===== config.mk =====
export PLATFORM = sky130hd
export DESIGN_NAME = hazard_ctrl_flat
export DESIGN_NICKNAME = d
export VERILOG_FILES = /design/src/rtl/hazard_pkg.sv /design/src/rtl/hazard_ctrl_if.sv /design/src/rtl/fwd_sel.sv /design/src/rtl/hazard_ctrl.sv /design/src/flat_wrapper.sv
export SDC_FILE = /design/constraint.sdc
export NUM_CORES = 1
export LEC_CHECK = 0
export ABC_AREA = 1
export CAP_MARGIN = 20
export CORE_UTILIZATION = 41
export CTS_CLUSTER_SIZE = 25
export DETAILED_ROUTE_END_ITERATION = 10
export DONT_BUFFER_PORTS = 1
export PLACE_DENSITY_LB_ADDON = 0.05
export SLEW_MARGIN = 10
export SYNTH_ARGS = -nofsm -noshare
export SYNTH_HDL_FRONTEND = slang
export SYNTH_SLANG_ARGS = --single-unit

===== constraint.sdc =====
create_clock -name clk -period 4.2 [get_ports clk]
set_clock_uncertainty 0.15 [all_clocks]
set_input_delay 1.05 -clock clk [delete_from_list [all_inputs] [get_ports clk]]
set_output_delay 1.05 -clock clk [all_outputs]
set_load 0.01 [all_outputs]

===== src/rtl/hazard_pkg.sv =====
// Shared encodings for the pipeline hazard controller: FSM states,
// forward-select codes and the result-source code that marks a load.
package hazard_pkg;

    typedef enum logic {
        RUN      = 1'b0,
        MEM_WAIT = 1'b1
    } state_e;

    localparam logic [1:0] FWD_RF      = 2'b00;
    localparam logic [1:0] FWD_W       = 2'b01;
    localparam logic [1:0] FWD_M       = 2'b10;
    localparam logic [1:0] RESULT_LOAD = 2'b01;

endpackage


===== src/rtl/hazard_ctrl_if.sv =====
// Pipeline <-> hazard controller signal bundle. The pipeline side uses
// the master modport; the hazard controller uses the slave modport.
interface hazard_ctrl_if #(
    parameter int CNT_W = 16
);
    logic [4:0]       Rs1D, Rs2D;
    logic [4:0]       rs1_addr_E, rs2_addr_E;
    logic [4:0]       RdE, RdM, RdW;
    logic [1:0]       ResultSrcE;
    logic             RegWriteM, RegWriteW;
    logic             mispredictE;
    logic             mem_req_M, mem_ready_M;
    logic             StallF, StallD, StallE, StallM;
    logic             FlushD, FlushE;
    logic [1:0]       ForwardAE, ForwardBE;
    logic             mem_err;
    logic [CNT_W-1:0] stall_cnt, flush_cnt;

    modport master (
        output Rs1D, Rs2D, rs1_addr_E, rs2_addr_E, RdE, RdM, RdW,
               ResultSrcE, RegWriteM, RegWriteW, mispredictE,
               mem_req_M, mem_ready_M,
        input  StallF, StallD, StallE, StallM, FlushD, FlushE,
               ForwardAE, ForwardBE, mem_err, stall_cnt, flush_cnt
    );

    modport slave (
        input  Rs1D, Rs2D, rs1_addr_E, rs2_addr_E, RdE, RdM, RdW,
               ResultSrcE, RegWriteM, RegWriteW, mispredictE,
               mem_req_M, mem_ready_M,
        output StallF, StallD, StallE, StallM, FlushD, FlushE,
               ForwardAE, ForwardBE, mem_err, stall_cnt, flush_cnt
    );

endinterface


===== src/rtl/fwd_sel.sv =====
// Execute-stage operand forward select for one source register.
// M has priority over W; x0 is never forwarded.
module fwd_sel
    import hazard_pkg::*;
(
    input  logic [4:0] rs_e,
    input  logic [4:0] rd_m,
    input  logic [4:0] rd_w,
    input  logic       reg_write_m,
    input  logic       reg_write_w,
    output logic [1:0] fwd
);

    always_comb begin
        fwd = FWD_RF;
        if (reg_write_m && (rd_m != 5'd0) && (rd_m == rs_e)) begin
            fwd = FWD_M;
        end else if (reg_write_w && (rd_w != 5'd0) && (rd_w == rs_e)) begin
            fwd = FWD_W;
        end
    end

endmodule


===== src/rtl/hazard_ctrl.sv =====
// Hazard controller: stall/flush/freeze, forwarding and data-memory wait FSM.
// Define HAZARD_PERF_CNT_EN to build the stall/flush performance counters.
module hazard_ctrl
    import hazard_pkg::*;
#(
    parameter int MEM_TIMEOUT = 64,
    parameter int CNT_W       = 16
) (
    input  logic         clk,
    input  logic         rst,
    hazard_ctrl_if.slave hz
);

    localparam int TMR_W = $clog2(MEM_TIMEOUT + 1);

    state_e           state_q, state_d;
    logic [TMR_W-1:0] timer_q, timer_d;
    logic             mem_err_q, mem_err_d;
    logic             freeze, lw_stall;
    logic             stall_f, stall_d, stall_e, stall_m, flush_d, flush_e;
    logic [1:0]       fwd_a, fwd_b;

    fwd_sel u_fwd_a (
        .rs_e(hz.rs1_addr_E), .rd_m(hz.RdM), .rd_w(hz.RdW),
        .reg_write_m(hz.RegWriteM), .reg_write_w(hz.RegWriteW), .fwd(fwd_a)
    );

    fwd_sel u_fwd_b (
        .rs_e(hz.rs2_addr_E), .rd_m(hz.RdM), .rd_w(hz.RdW),
        .reg_write_m(hz.RegWriteM), .reg_write_w(hz.RegWriteW), .fwd(fwd_b)
    );

    assign lw_stall = (hz.ResultSrcE == RESULT_LOAD) && (hz.RdE != 5'd0) &&
                      ((hz.RdE == hz.Rs1D) || (hz.RdE == hz.Rs2D));

    // NOTE: every signal gets a default first so no path leaves it unassigned (no latch).
    always_comb begin
        state_d   = state_q;
        timer_d   = timer_q;
        mem_err_d = mem_err_q;
        freeze    = 1'b0;
        case (state_q)
            RUN: begin
                if (hz.mem_req_M && !hz.mem_ready_M) begin
                    freeze  = 1'b1;
                    state_d = MEM_WAIT;
                    timer_d = TMR_W'(1);
                end
            end
            MEM_WAIT: begin
                if (hz.mem_ready_M) begin
                    state_d = RUN;
                    timer_d = '0;
                end else if (timer_q >= TMR_W'(MEM_TIMEOUT - 1)) begin
                    state_d   = RUN;
                    timer_d   = '0;
                    mem_err_d = 1'b1;
                end else begin
                    freeze  = 1'b1;
                    timer_d = timer_q + TMR_W'(1);
                end
            end
        endcase
    end

    // NOTE: state registers use non-blocking assignments so all flops update together.
    always_ff @(posedge clk or posedge rst) begin
        if (rst) begin
            state_q   <= RUN;
            timer_q   <= '0;
            mem_err_q <= 1'b0;
        end else begin
            state_q   <= state_d;
            timer_q   <= timer_d;
            mem_err_q <= mem_err_d;
        end
    end

    // Reset gates the controls combinationally so they release the moment rst rises.
    always_comb begin
        stall_f = 1'b0;
        stall_d = 1'b0;
        stall_e = 1'b0;
        stall_m = 1'b0;
        flush_d = 1'b0;
        flush_e = 1'b0;
        if (rst) begin
            stall_f = 1'b0;
        end else if (freeze) begin
            stall_f = 1'b1;
            stall_d = 1'b1;
            stall_e = 1'b1;
            stall_m = 1'b1;
        end else if (hz.mispredictE) begin
            flush_d = 1'b1;
            flush_e = 1'b1;
        end else if (lw_stall) begin
            stall_f = 1'b1;
            stall_d = 1'b1;
            flush_e = 1'b1;
        end
    end

    assign hz.StallF    = stall_f;
    assign hz.StallD    = stall_d;
    assign hz.StallE    = stall_e;
    assign hz.StallM    = stall_m;
    assign hz.FlushD    = flush_d;
    assign hz.FlushE    = flush_e;
    assign hz.ForwardAE = rst ? FWD_RF : fwd_a;
    assign hz.ForwardBE = rst ? FWD_RF : fwd_b;
    assign hz.mem_err   = mem_err_q;

`ifdef HAZARD_PERF_CNT_EN
    logic [CNT_W-1:0] stall_cnt_q, stall_cnt_d, flush_cnt_q, flush_cnt_d;

    // Saturating counters: hold at all-ones rather than wrap.
    always_comb begin
        stall_cnt_d = stall_cnt_q;
        flush_cnt_d = flush_cnt_q;
        if (stall_f && (stall_cnt_q != '1)) stall_cnt_d = stall_cnt_q + CNT_W'(1);
        if (flush_d && (flush_cnt_q != '1)) flush_cnt_d = flush_cnt_q + CNT_W'(1);
    end

    always_ff @(posedge clk or posedge rst) begin
        if (rst) begin
            stall_cnt_q <= '0;
            flush_cnt_q <= '0;
        end else begin
            stall_cnt_q <= stall_cnt_d;
            flush_cnt_q <= flush_cnt_d;
        end
    end

    assign hz.stall_cnt = stall_cnt_q;
    assign hz.flush_cnt = flush_cnt_q;
`else
    assign hz.stall_cnt = '0;
    assign hz.flush_cnt = '0;
`endif

endmodule

===== src/flat_wrapper.sv =====
// flat-port wrapper written by rule: the top's interface ports become plain ports
module hazard_ctrl_flat import hazard_pkg::*;
#(
    parameter int MEM_TIMEOUT = 64,
    parameter int CNT_W       = 16
)
  (clk, rst, hz_Rs1D, hz_Rs2D, hz_rs1_addr_E, hz_rs2_addr_E, hz_RdE, hz_RdM, hz_RdW, hz_ResultSrcE, hz_RegWriteM, hz_RegWriteW, hz_mispredictE, hz_mem_req_M, hz_mem_ready_M, hz_StallF, hz_StallD, hz_StallE, hz_StallM, hz_FlushD, hz_FlushE, hz_ForwardAE, hz_ForwardBE, hz_mem_err, hz_stall_cnt, hz_flush_cnt);
  hazard_ctrl_if #(.CNT_W(CNT_W)) hz_i ();
  input  logic clk;
  input  logic rst;
  input wire logic [$bits(hz_i.Rs1D)-1:0] hz_Rs1D;
  input wire logic [$bits(hz_i.Rs2D)-1:0] hz_Rs2D;
  input wire logic [$bits(hz_i.rs1_addr_E)-1:0] hz_rs1_addr_E;
  input wire logic [$bits(hz_i.rs2_addr_E)-1:0] hz_rs2_addr_E;
  input wire logic [$bits(hz_i.RdE)-1:0] hz_RdE;
  input wire logic [$bits(hz_i.RdM)-1:0] hz_RdM;
  input wire logic [$bits(hz_i.RdW)-1:0] hz_RdW;
  input wire logic [$bits(hz_i.ResultSrcE)-1:0] hz_ResultSrcE;
  input wire logic [$bits(hz_i.RegWriteM)-1:0] hz_RegWriteM;
  input wire logic [$bits(hz_i.RegWriteW)-1:0] hz_RegWriteW;
  input wire logic [$bits(hz_i.mispredictE)-1:0] hz_mispredictE;
  input wire logic [$bits(hz_i.mem_req_M)-1:0] hz_mem_req_M;
  input wire logic [$bits(hz_i.mem_ready_M)-1:0] hz_mem_ready_M;
  output wire logic [$bits(hz_i.StallF)-1:0] hz_StallF;
  output wire logic [$bits(hz_i.StallD)-1:0] hz_StallD;
  output wire logic [$bits(hz_i.StallE)-1:0] hz_StallE;
  output wire logic [$bits(hz_i.StallM)-1:0] hz_StallM;
  output wire logic [$bits(hz_i.FlushD)-1:0] hz_FlushD;
  output wire logic [$bits(hz_i.FlushE)-1:0] hz_FlushE;
  output wire logic [$bits(hz_i.ForwardAE)-1:0] hz_ForwardAE;
  output wire logic [$bits(hz_i.ForwardBE)-1:0] hz_ForwardBE;
  output wire logic [$bits(hz_i.mem_err)-1:0] hz_mem_err;
  output wire logic [$bits(hz_i.stall_cnt)-1:0] hz_stall_cnt;
  output wire logic [$bits(hz_i.flush_cnt)-1:0] hz_flush_cnt;
  assign hz_i.Rs1D = hz_Rs1D;
  assign hz_i.Rs2D = hz_Rs2D;
  assign hz_i.rs1_addr_E = hz_rs1_addr_E;
  assign hz_i.rs2_addr_E = hz_rs2_addr_E;
  assign hz_i.RdE = hz_RdE;
  assign hz_i.RdM = hz_RdM;
  assign hz_i.RdW = hz_RdW;
  assign hz_i.ResultSrcE = hz_ResultSrcE;
  assign hz_i.RegWriteM = hz_RegWriteM;
  assign hz_i.RegWriteW = hz_RegWriteW;
  assign hz_i.mispredictE = hz_mispredictE;
  assign hz_i.mem_req_M = hz_mem_req_M;
  assign hz_i.mem_ready_M = hz_mem_ready_M;
  assign hz_StallF = hz_i.StallF;
  assign hz_StallD = hz_i.StallD;
  assign hz_StallE = hz_i.StallE;
  assign hz_StallM = hz_i.StallM;
  assign hz_FlushD = hz_i.FlushD;
  assign hz_FlushE = hz_i.FlushE;
  assign hz_ForwardAE = hz_i.ForwardAE;
  assign hz_ForwardBE = hz_i.ForwardBE;
  assign hz_mem_err = hz_i.mem_err;
  assign hz_stall_cnt = hz_i.stall_cnt;
  assign hz_flush_cnt = hz_i.flush_cnt;
  hazard_ctrl #(.MEM_TIMEOUT(MEM_TIMEOUT), .CNT_W(CNT_W)) u_core (.clk(clk), .rst(rst), .hz(hz_i));
endmodule

=== Yosys cells after proc, flatten, opt, wreduce, memory -nomap -nowiden ===
Cells that the tools add are included.

* Add/subtract/negate cells: 1
* $lt $le $gt $ge: 1
* Eq/ne operators: 8
* Muxes and demuxes: 26
* Bitwise operators: 2
* Reductions and logical operators: 15

{| class="wikitable"
|+ Operator list
! kind !! count
|-
| equality test 5 bit || 6
|-
| 2-to-1 mux 7 bit || 3
|-
| 2-to-1 mux 1 bit || 17
|-
| nonzero test 5 bit || 3
|-
| case mux 7 bit (2 select lines) || 1
|-
| logical AND 1 bit || 9
|-
| 2-to-1 mux 2 bit || 4
|-
| adder 7 x 1 -> 7 bit (second input constant) || 1
|-
| >= comparator 7 x 6 -> 1 bit (second input constant) || 1
|-
| AND reduction 3 bit || 1
|-
| equality test 2 x 1 -> 1 bit (second input constant) || 1
|-
| inequality test 2 x 1 -> 1 bit (second input constant) || 1
|-
| inverter 1 bit || 2
|-
| case mux 1 bit (2 select lines) || 1
|-
| logical NOT 1 bit || 1
|-
| logical OR 1 bit || 1
|}

* Register bits after elaboration: 9
* Input port bits: 44
* Output and inout bits: 43
* Logic and storage cells: 56

=== Logic depth before layout (Yosys ltp) ===
* Depth after elaboration: 7
* Mapped depth: 9
* Mapped depth without buffers: 8

=== Hierarchy ===
A second synthesis with hierarchy kept.

* Cells, all modules: 254
* Area total of the unflattened synthesis: 1438.9 um^2

{| class="wikitable"
|+ Modules (own cells, without submodules)
! module !! times used !! cells each !! area an instance (um^2) !! seq. area each (um^2)
|-
| hazard_ctrl || 1 || 154 || 1011.0 || 225.2
|-
| fwd_sel || 2 || 50 || 214.0 || 0.0
|}

=== Worst setup path before layout ===
Ideal clock, no wire load.

* Path type: input -> output
* Start: input port rst
* End: output port hz_StallF
* Arrival: 1.776 ns
* Setup slack: 1.224 ns
* Stages on the path: 4
* Buffers on the path: 1
* Cell sequence: inv_1 -> nand2_1 -> o21ai_2 -> buf_4

* Longest elaborated chain between the ends: 1

{| class="wikitable"
|+ Ends and longest elaborated chain
! item !! RTL line !! RTL
|-
| start, declared || flat_wrapper.sv:10 || <nowiki>input logic rst;</nowiki>
|-
| 2-to-1 mux 1 bit || n/a ||
|-
| end, declared || flat_wrapper.sv:24 || <nowiki>output wire logic [$bits(hz_i.StallF)-1:0] hz_StallF;</nowiki>
|}

Every way passes these cells.

=== Final worst setup path ===
* Start: register u_core.timer_q[0]
* End: output port hz_StallM

* Longest elaborated chain between the ends: 6

{| class="wikitable"
|+ Ends and longest elaborated chain
! item !! RTL line !! RTL
|-
| start, declared || hazard_ctrl.sv:17 || <nowiki>logic [TMR_W-1:0] timer_q, timer_d;</nowiki>
|-
| start signal, assigned || hazard_ctrl.sv:74 || <nowiki>timer_q <= timer_d;</nowiki>
|-
| >= comparator 7 x 6 -> 1 bit || hazard_ctrl.sv:54 || <nowiki>end else if (timer_q >= TMR_W'(MEM_TIMEOUT - 1)) begin</nowiki>
|-
| 2-to-1 mux 1 bit || hazard_ctrl.sv:54 ||
|-
| 2-to-1 mux 1 bit || hazard_ctrl.sv:51 || <nowiki>if (hz.mem_ready_M) begin</nowiki>
|-
| case mux 1 bit (2 select lines) || hazard_ctrl.sv:42 || <nowiki>case (state_q)</nowiki>
|-
| named net u_core.freeze || hazard_ctrl.sv:19 || <nowiki>logic freeze, lw_stall;</nowiki>
|-
| 2-to-1 mux 1 bit (2 in series) || n/a ||
|-
| end, declared || flat_wrapper.sv:27 || <nowiki>output wire logic [$bits(hz_i.StallM)-1:0] hz_StallM;</nowiki>
|}

The timed path passes the listed nets, and every way through them passes these cells.

==> summary.md <==
| Metric | Value |
|---|---|
| Synth Instances | 195 |
| Post-CTS Setup Bufs | 0 |
| Number of global-route vias before repair | 942 |
| Flop pwr share | 40.9% |
| Yosys cell types | 27 |
| Hpwl dp | 1976 um |
| Clock tree buffer depth | 2 |
| Vert. Die Dim | 58.01 um |
| GRT Overall Usage | 13.84% |
| Gr ovfl total | 0 |
| Sequential area share after synthesis | 17.51% |
| Final Total Pwr | between 200 and 300 uW |
| Met1 Use GR | 15.45% |
| Fraction of registers with async set/reset | 100.0% |
| Synth Flop Type | dfrtp_1 |
| Max incr delay on CP | around 0.44 ns |
| Busiest metal layer after global routing | met2 |
| Power Dens Cells | 207.1 mW/mm2 |
| Die ar. | 0.003365 mm2 |
| TritonRoute pass-1 iters | 7 |
| CTS Buf Count | 3 |
| Top cells by area, synth | buf_4, dfrtp_1, nand2_1, xor2_1, inv_1 |
| Sink Count | 9 |
| Final TNS setup | 0 ns |
| Avg Vias per Cell | 4.555 |
| Worst min path class | flop to flop |
| Syn avg cell area | 6.596 um2 |
| Wire per inst | 9.841 um |
| Setup crit end kind | output pin |
| Core Rows | 19 |
| Footprint of the multi-input gates | 820.8 um2 |
| Post-synth EDFFs | 0 |
| IO Count | 87 |
| Switching power | between 90 and 100 uW |
| Final WS setup | 1.219 ns |
| Via count | 1034 |
| Max VDD drop | between 0.09 and 0.1 mV |
| Area leader, netlist | buf_4 |
| Antenna violations before repair | 0 |
| DRC viols | 4 |
| Layout cell share with drive strength beyond 1 | under 10% |
| Setup CP Type | flop to output pin |
| Ys Warns | 0 |
| Global placement routability congestion | 0.8192 |
| Violated checks | DRC |
| Gate power share | 32.2% |
| Iteration-0 DRC count of the detailed router | 41 |
| RSZ-0062 raised after global routing | no |
| Post-Syn Area | roughly 0.0013 mm2 |
| CTS tree | yes |
| GR Util met3 | under 10% |
| Worst EP required | 3.00 ns |
| Max_cap viols | 0 |
| H-tree depth | 1 |
| Clock latency on the worst-skew pair | 0.26 ns |
| Total Wirelength | 2234 um |
| # setup viols final | 0 |
| Core Area | roughly 0.0029 mm2 |
| Period minus WS final | 2.982 ns |
| Crit share post-route | 70.99% |
| Final nets | 242 |
| Status | finished, violations left |
| Area grow syn2layout | -5.740% |
| Top cells by count, synth | nand2_1, buf_4, inv_1 |
| Arr. time, crit path | 1.78 ns |
| Final Hold Vio Count | 0 |
| Area occupied by registers | 225.2 um2 |
| Synth top area share | 19.84% |
| Initial Util | 45.09% |
| Worst reg2reg setup slack | between 2 and 3 ns |
| Crit-path slowest cell | dfrtp_1 |
| Routed Antenna Nets | 0 |
| Port buffer count | 0 |
| CTS Hold Bufs | 0 |
| Critical-path cell list | ha_1, nand2_1, inv_1, a21oi_2, nand3_4, nand2_2, nand2_1, inv_1 |
| Antenna Cells | 0 |
| Global-route wire length before repair | 3677 um |
| Met2 usage | 25.94% |
| DP Worst Slack | 1.193 ns |
| Switching Fraction | between 30% and 40% |
| Most numerous cell in the Yosys netlist | nand2_1 |
| Final Max Slew Viols | 0 |
| Clock-pin slew of the registers on the worst-case setup and hold paths | 0.06 ns |
| Synth Register Bits | 9 |
| Max frequency | around 0.34 GHz |
| Fill cells | 315 |
| WHS | 0.3669 ns |
| Die X-Extent | 58.01 um |
| P_int | approximately 160 uW |
| Root buf cell | clkbuf_4 |
| Critical Path Fanout Max | 8 |
| Clock power share | 26.9% |
| Startpoint Class | flop |
| Leak Pwr | 0.0006986 uW |
| # resized after CTS | 0 |
| Pin count of the biggest net entering global routing | 13 |
## state kept, by name (all words and copies together), names as in the netlist
register           flops
u_core.state_q         1
u_core.timer_q         7
u_core.hz.mem_err      1
## layout make-up
type / count / area share, %
flip-flops and latches: 9 / 18.58
inverters: 27 / 8.359
well taps: 31 / 3.199
clock buffers: 4 / 2.167
multi-input cells: 156 / 67.70
## power groups by stage
stage / Sequential [uW] / Clock, uW / Combinational, uW
floorplan: 103 / 0 / 95.2
global placement: 104 / 0 / 80.1
detailed placement: 104 / 0 / 80.9
CTS: 103 / 69.0 / 81.1
global route: 104 / 75.7 / 93.5
finish: 103 / 67.5 / 80.8
## layer usage
| metal | wire (um) | vias to the layer above |
|---|---|---|
| li1 | - | 540 |
| met5 | 0 | - |
| met2 | 1172 | 50 |
| met1 | 866 | 442 |
| met4 | 17 | 0 |
| met3 | 178 | 2 |
## cells by family after synthesis
group                    after synthesis  synth area share, %
AND/OR/NAND/NOR                       85                31.13
buffers and inverters                 61                27.72
flip-flops                             9                17.51
XOR/XNOR                              22                14.98
AO/OA/AOI/OAI                         16                7.393
adder cells (fa/ha/maj)                1               0.9726
other                                  1               0.2915
## path summary, 6_finish.rpt
kind	from	to	cells past startpoint
setup / recovery	u_core.timer_q[0]	hz_StallM	8
min in group asynchronous	rst	u_core.timer_q[1]	1
setup reg to reg	u_core.timer_q[0]	u_core.timer_q[0]	6
hold / removal	u_core.timer_q[6]	u_core.timer_q[6]	2
max in group asynchronous	rst	u_core.hz.mem_err	1
hold reg to reg	u_core.timer_q[6]	u_core.timer_q[6]	2
## through the flow
stage / std cells / area (um2) / utilization, %
after floorplan: 226 / 1403 / -
after global placement: 223 / 1186 / 41.58
after detailed placement: 223 / 1186 / 41.58
after CTS: 227 / 1212 / 42.50
after global routing: 227 / 1212 / 42.50
final: 227 / 1212 / 42.50
## critical path, delay by kind of cell, from the launching register on
kind / cells / cell delay [ns]
fa+ha+maj: 1 / 0.25
compound gates: 1 / 0.21
simple gates: 4 / 0.38
buf+inv: 2 / 0.24
flops: 1 / 0.44
## placed cells by master, fill, tap and decap left out, types with 2 or more instances in the layout
master | Yosys | routed
a21oi_1 | 3 | 3
clkbuf_4 | 0 | 3
conb_1 | 1 | 32
dfrtp_1 | 9 | 9
inv_1 | 27 | 27
nand2_1 | 35 | 35
nand2_2 | 2 | 2
nand3_1 | 14 | 14
nor2_1 | 24 | 24
nor3_1 | 2 | 2
o21ai_0 | 7 | 7
o22ai_1 | 2 | 2
xnor2_1 | 8 | 8
xor2_1 | 14 | 14
No activity file was read; power rests on OpenSTA's default activity.
